## config.mk

```make
export PLATFORM = sky130hd
export DESIGN_NAME = pdm_stereo_decimator
export DESIGN_NICKNAME = d
export VERILOG_FILES = /design/src/rtl/pdm_stereo_decimator.sv
export SDC_FILE = /design/constraint.sdc
export NUM_CORES = 1
export LEC_CHECK = 0
export BUFFER_PORTS_ARGS = -buffer_cell sky130_fd_sc_hd__buf_2
export CELL_PAD_IN_SITES_DETAIL_PLACEMENT = 1
export CELL_PAD_IN_SITES_GLOBAL_PLACEMENT = 1
export CORE_UTILIZATION = 40
export DETAILED_ROUTE_END_ITERATION = 16
export HOLD_SLACK_MARGIN = 0.06
export PLACE_DENSITY = 0.75
export SYNTH_ARGS = -nofsm -noshare
export SYNTH_HDL_FRONTEND = slang
export SYNTH_SLANG_ARGS = --single-unit
```

## constraint.sdc

```tcl
create_clock -name clk -period 12.65 [get_ports clk]
set_input_delay 0 -clock clk [delete_from_list [all_inputs] [get_ports clk]]
set_output_delay 0 -clock clk [all_outputs]
set_load 0.05 [all_outputs]
```

## src/rtl/pdm_stereo_decimator.sv

```systemverilog
// Stereo PDM front end: shared mic clock, left/right capture on opposite clock
// edges, per-channel CIC decimator and a 2-entry output FIFO with a sticky overflow flag.
module pdm_stereo_decimator #(
  parameter int INPUT_FREQ = 100000000,
  parameter int PDM_FREQ   = 3125000,
  parameter int DECIM      = 16,
  parameter int ORDER      = 4,
  parameter int OUT_WIDTH  = 16
) (
  input  logic                 clk,
  input  logic                 reset,
  input  logic                 enable,
  output logic                 mic_clk,
  input  logic                 mic_pdm_data,
  output logic [OUT_WIDTH-1:0] m_tdata,
  output logic                 m_tuser,
  output logic                 m_tvalid,
  input  logic                 m_tready,
  output logic                 overflow
);

  localparam int DIV   = INPUT_FREQ / PDM_FREQ;
  localparam int HALF  = DIV / 2;
  localparam int HW    = (HALF > 1) ? $clog2(HALF) : 1;
  localparam int LOG_R = $clog2(DECIM);
  localparam int W     = 2 + ORDER * LOG_R;
  localparam int SW    = $clog2(ORDER + 1);

  typedef logic [W-1:0]         acc_t;
  typedef logic [OUT_WIDTH:0]   entry_t;  // {tdata, tuser}

  logic [1:0]          sync_q;
  logic                run_q;
  logic                mic_clk_q;
  logic [HW-1:0]       div_q;
  acc_t                integ_q    [2][ORDER];
  acc_t                comb_dly_q [2][ORDER];
  logic [LOG_R-1:0]    dec_cnt_q  [2];
  logic [SW-1:0]       settle_q   [2];
  logic                stb1_q, ch1_q;
  logic                stb2_q, ch2_q;
  logic [OUT_WIDTH-1:0] res_q;
  entry_t              fifo_q     [2];
  logic                rd_ptr_q, wr_ptr_q;
  logic [1:0]          count_q;
  logic                overflow_q;

  logic [1:0] cap;
  acc_t       step;
  acc_t       integ_d [2][ORDER];
  acc_t       comb_in [ORDER];
  acc_t       comb_out;
  logic       push, pop, push_ok, full;

  // cap[0]: mic_clk about to fall (left), cap[1]: about to rise again (right).
  assign cap[0] = run_q &&  mic_clk_q && (div_q == HW'(HALF - 1));
  assign cap[1] = run_q && !mic_clk_q && (div_q == HW'(HALF - 1));
  assign step   = sync_q[1] ? acc_t'(1) : '1;

  // NOTE: acc is a blocking temporary inside combinational logic; it never holds state.
  always_comb begin
    acc_t acc;
    acc = step;
    for (int c = 0; c < 2; c++) begin
      acc = step;
      for (int k = 0; k < ORDER; k++) begin
        acc           = integ_q[c][k] + acc;
        integ_d[c][k] = acc;
      end
    end
  end

  always_comb begin
    acc_t acc;
    acc = integ_q[ch1_q][ORDER-1];
    for (int k = 0; k < ORDER; k++) begin
      comb_in[k] = acc;
      acc        = acc - comb_dly_q[ch1_q][k];
    end
    comb_out = acc;
  end

  if (W > OUT_WIDTH) begin : g_trunc
    logic unused_lsbs;
    assign unused_lsbs = ^comb_out[W-OUT_WIDTH-1:0];
  end

  assign full    = (count_q == 2'd2);
  assign push    = stb2_q;
  assign pop     = (count_q != 2'd0) && m_tready;
  assign push_ok = push && (!full || pop);

  always_ff @(posedge clk) begin
    if (reset || !enable) begin
      // NOTE: the FIFO and filter arrays are plain registers, so they clear with the rest.
      run_q      <= 1'b0;
      mic_clk_q  <= 1'b0;
      div_q      <= '0;
      stb1_q     <= 1'b0;
      ch1_q      <= 1'b0;
      stb2_q     <= 1'b0;
      ch2_q      <= 1'b0;
      res_q      <= '0;
      rd_ptr_q   <= 1'b0;
      wr_ptr_q   <= 1'b0;
      count_q    <= '0;
      overflow_q <= 1'b0;
      for (int c = 0; c < 2; c++) begin
        dec_cnt_q[c] <= '0;
        settle_q[c]  <= '0;
        fifo_q[c]    <= '0;
        for (int k = 0; k < ORDER; k++) begin
          integ_q[c][k]    <= '0;
          comb_dly_q[c][k] <= '0;
        end
      end
      sync_q <= reset ? 2'b00 : {sync_q[0], mic_pdm_data};
    end else begin
      sync_q <= {sync_q[0], mic_pdm_data};

      if (!run_q) begin
        run_q     <= 1'b1;
        mic_clk_q <= 1'b1;
        div_q     <= '0;
      end else if (div_q == HW'(HALF - 1)) begin
        div_q     <= '0;
        mic_clk_q <= !mic_clk_q;
      end else begin
        div_q <= div_q + 1'b1;
      end

      stb1_q <= 1'b0;
      for (int c = 0; c < 2; c++) begin
        if (cap[c]) begin
          for (int k = 0; k < ORDER; k++) integ_q[c][k] <= integ_d[c][k];
          dec_cnt_q[c] <= dec_cnt_q[c] + 1'b1;
          if (dec_cnt_q[c] == '1) begin
            stb1_q <= 1'b1;
            ch1_q  <= 1'(c);
          end
        end
      end

      // Comb stage; the first ORDER results per channel only prime the delays.
      stb2_q <= 1'b0;
      if (stb1_q) begin
        for (int k = 0; k < ORDER; k++) comb_dly_q[ch1_q][k] <= comb_in[k];
        res_q <= comb_out[W-1 -: OUT_WIDTH];
        ch2_q <= ch1_q;
        if (settle_q[ch1_q] == SW'(ORDER)) stb2_q <= 1'b1;
        else settle_q[ch1_q] <= settle_q[ch1_q] + 1'b1;
      end

      if (pop) rd_ptr_q <= !rd_ptr_q;
      if (push_ok) begin
        fifo_q[wr_ptr_q] <= {res_q, ch2_q};
        wr_ptr_q         <= !wr_ptr_q;
      end
      if (push && !push_ok) overflow_q <= 1'b1;
      if (push_ok && !pop)      count_q <= count_q + 2'd1;
      else if (!push_ok && pop) count_q <= count_q - 2'd1;
    end
  end

  assign mic_clk             = mic_clk_q;
  assign {m_tdata, m_tuser}  = fifo_q[rd_ptr_q];
  assign m_tvalid            = (count_q != 2'd0);
  assign overflow            = overflow_q;

endmodule
```

==> run_results.csv <==
group,metric,value,unit
status,status,"completed",
power,power.internal,3.02,mW
place,place.gp.congestion,0.805,
routing,wl_per_cell,18.0,um
setup_path,required,13.14,ns
layout,fin_nets,2502,
logic_synthesis,async_flop_share,0,
global_route,grt_pass1_wl,91.6,mm
hold_path,min_from,"reset",
global_route,grt_usage,0.186,
routing,via_count,16712,
power,clockPowerShare,0.285,
floorplan,core_area,0.0581,mm^2
logic_synthesis,avgSynthCellArea,10.6,um^2
layout,post-route-util,0.453,
logic_synthesis,yosys_warnings,0,
logic_synthesis,syn_area,0.0237,mm^2
sta,fmax,114,MHz
sta,min_period_over_period,0.694,
logic_synthesis,yosys_most_used_dff,"edfxtp_1",
logic_synthesis,syn_nets,2467,
place,dp.cells,2993,
setup_path,setup.worst_path.end_class,"flop",
clock_tree,clockBufferDepth,3,
sta,min_period,8.78,ns
floorplan,die_h,245,um
routing,drc,0,
floorplan,io_pins,25,
layout,final_cells,3082,
clock_tree,cts_buffers,45,
setup_path,path_class,"reg2reg",
setup_path,startpoint_type,"flop",
logic_synthesis,synth_area_leaders,"edfxtp_1 (43%), ha_1 (11%), xnor2_1 (4.7%), nor2_1 (4.6%), mux2i_1 (3.2%)",
hold_path,worstHoldPathType,"in2reg",
sta,setup_viol,0,
sta,timing.final.ws_setup,3.87,ns
place,pre_cts_slack,3.99,ns
job,drv_cap,0,
setup_path,cp_common_cell,"ha_1",
clock_tree,clk_latency,0.59,ns
logic_synthesis,synth_top_area_cell,"edfxtp_1",
logic_synthesis,synth_top_area_frac,0.426,
floorplan,rows,88,
logic_synthesis,synth.distinct_cells,81,
setup_path,arrival,9.27,ns
global_route,grt_max_degree,77,
logic_synthesis,syn_inst,2245,
setup_path,r2r_start,"ch1_q",
sta,setup_tns,0,ns
global_route,overflow,0,
sta,max-slew-margin-rel,0.208,
power,p_per_area,179,mW/mm^2
power,switching_share,0.360,
clock_tree,htreeDepth,2,
routing,first_pass_iters,5,
layout,diodes,0,
layout,area_growth,11.0,%
routing,drt_first_iter_violations,752,
clock_tree,clockRootBuffer,"clkbuf_16",
place,place_hpwl,38.6,mm
clock_tree,cts_hold_buf,5,
floorplan,start_util,0.408,
floorplan,die-area,0.0603,mm^2
setup_path,crit_fanout,60,
layout,layout_commonest_cell,"edfxtp_1",
layout,drive_gt1_frac,0.0893,
clock_tree,cts_setup_buffers,0,
logic_synthesis,ys_seq_area_frac,0.454,
power,p_switching,1.70,mW
sta,tightestPinTransition,1.18,ns
logic_synthesis,synth_edf_count,336,
sta,final_hold_viol_count,0,
routing,ant_nets,0,
clock_tree,clock-sinks,370,
floorplan,dieWidth,245,um
place,port_buffers,24,
sta,skew,0.0220,ns
power,seqPwrFrac,0.297,
power,combPwrFrac,0.418,
setup_path,cpPeakStageDelay,0.92,ns
power,ir_drop,0.000118,V
clock_tree,cts_tree,"built",
sta,rsz0062_at_grt,"no",
setup_path,slowest_stage,"buf_4",
routing,viasPerCell,5.42,
power,p_leak,11.0,nW
clock_tree,path_clk_slew,0.06,ns
clock_tree,cts-resized-gates,0,
sta,drv_slew,0,
logic_synthesis,synth-seq-cells,370,
routing,wirelength,55.6,mm
global_route,grt_pass1_vias,18227,
global_route,antenna_found_initial,0,
setup_path,crit_start,"ch1_q",
layout,final_cell_mix,"edfxtp_1 (336), nor2_1 (285), ha_1 (206)",
==> metrics by stage <==
step                      power, mW  hold WS, ns  cell area [um^2]
after CTS                      4.76        0.144             26300
after global placement         3.28        0.186             24700
after floorplan                2.96       0.0716             23700
after detailed placement       3.38        0.203             24700
after global routing           5.01        0.174             26300
final                          4.72        0.161             26300
==> flip-flops by register name, indices dropped and copies added, names as in the netlist, named ones only <==
register and flops:
ch1_q 1, ch2_q 1, comb_dly_q 144, count_q 2, dec_cnt_q 8, div_q 4
fifo_q 34, integ_q 144, mic_clk 1, overflow 1, push 1, rd_ptr_q 1
res_q 16, run_q 1, settle_q 6, stb1_q 1, sync_q 2, wr_ptr_q 1
==> metal layers <==
layer  up-vias  part of all wire  GRT usage
met5         -                 0          0
met4         0             0.022     0.0532
met3        81             0.028     0.0246
met2       190              0.51      0.340
met1      8342              0.44      0.228
li1       8099                 -          -
==> worst paths after layout <==
kind | endpoint | slack, ns | cells after the start
worst max-delay path | res_q[14] | 3.87 | 32
worst min-delay path | sync_q[1] | 0.16 | 3
worst max register to register | res_q[14] | 3.87 | 32
worst min register to register | div_q[0] | 0.45 | 1
==> power by group through the flow <==
stage / Combinational (mW) / Clock [mW] / Sequential [mW]
final: 1.97 / 1.35 / 1.40
after global routing: 2.19 / 1.41 / 1.41
after CTS: 1.98 / 1.37 / 1.40
after detailed placement: 1.95 / 0 / 1.43
after global placement: 1.85 / 0 / 1.42
after floorplan: 1.55 / 0 / 1.42
==> area by class of cell <==
class,instances,area [um^2]
timing repair buffer,45,290
clock buffer,66,1350
sequential,370,10800
inverter,152,571
tap,765,957
multi-input combinational,1666,12200
fill,6370,31800
clock inverter,18,194
==> cells by family (layout without fill, tap and decap cells) <==
kind of cell    count (synthesis)  in the layout  synth area share
buf+inv                       209            281            0.0336
flops                         370            370             0.454
mux                           121            121            0.0540
xor+xnor                      183            183            0.0721
compound gates                411            411             0.116
simple gates                  733            733             0.152
fa+ha+maj                     218            218             0.118
==> worst max-delay path: cells and delay by family (launching register included) <==
family,cells,cell delay (ns)
compound gates,13,2.98
fa+ha+maj,4,1.41
buf+inv,4,1.16
simple gates,6,1.00
xor+xnor,4,0.91
flops,1,0.88
mux,1,0.28
==> cell usage after synthesis (all sizes together), types with 53 or more instances <==
| library cell | instances |
|---|---|
| a21oi | 130 |
| and2 | 77 |
| and3 | 65 |
| edfxtp | 336 |
| ha | 206 |
| inv | 152 |
| mux2i | 80 |
| nand2 | 98 |
| nor2 | 288 |
| nor2b | 53 |
| o21ai | 82 |
| xnor2 | 130 |
Note: power is estimated with default switching activity, not from simulation.
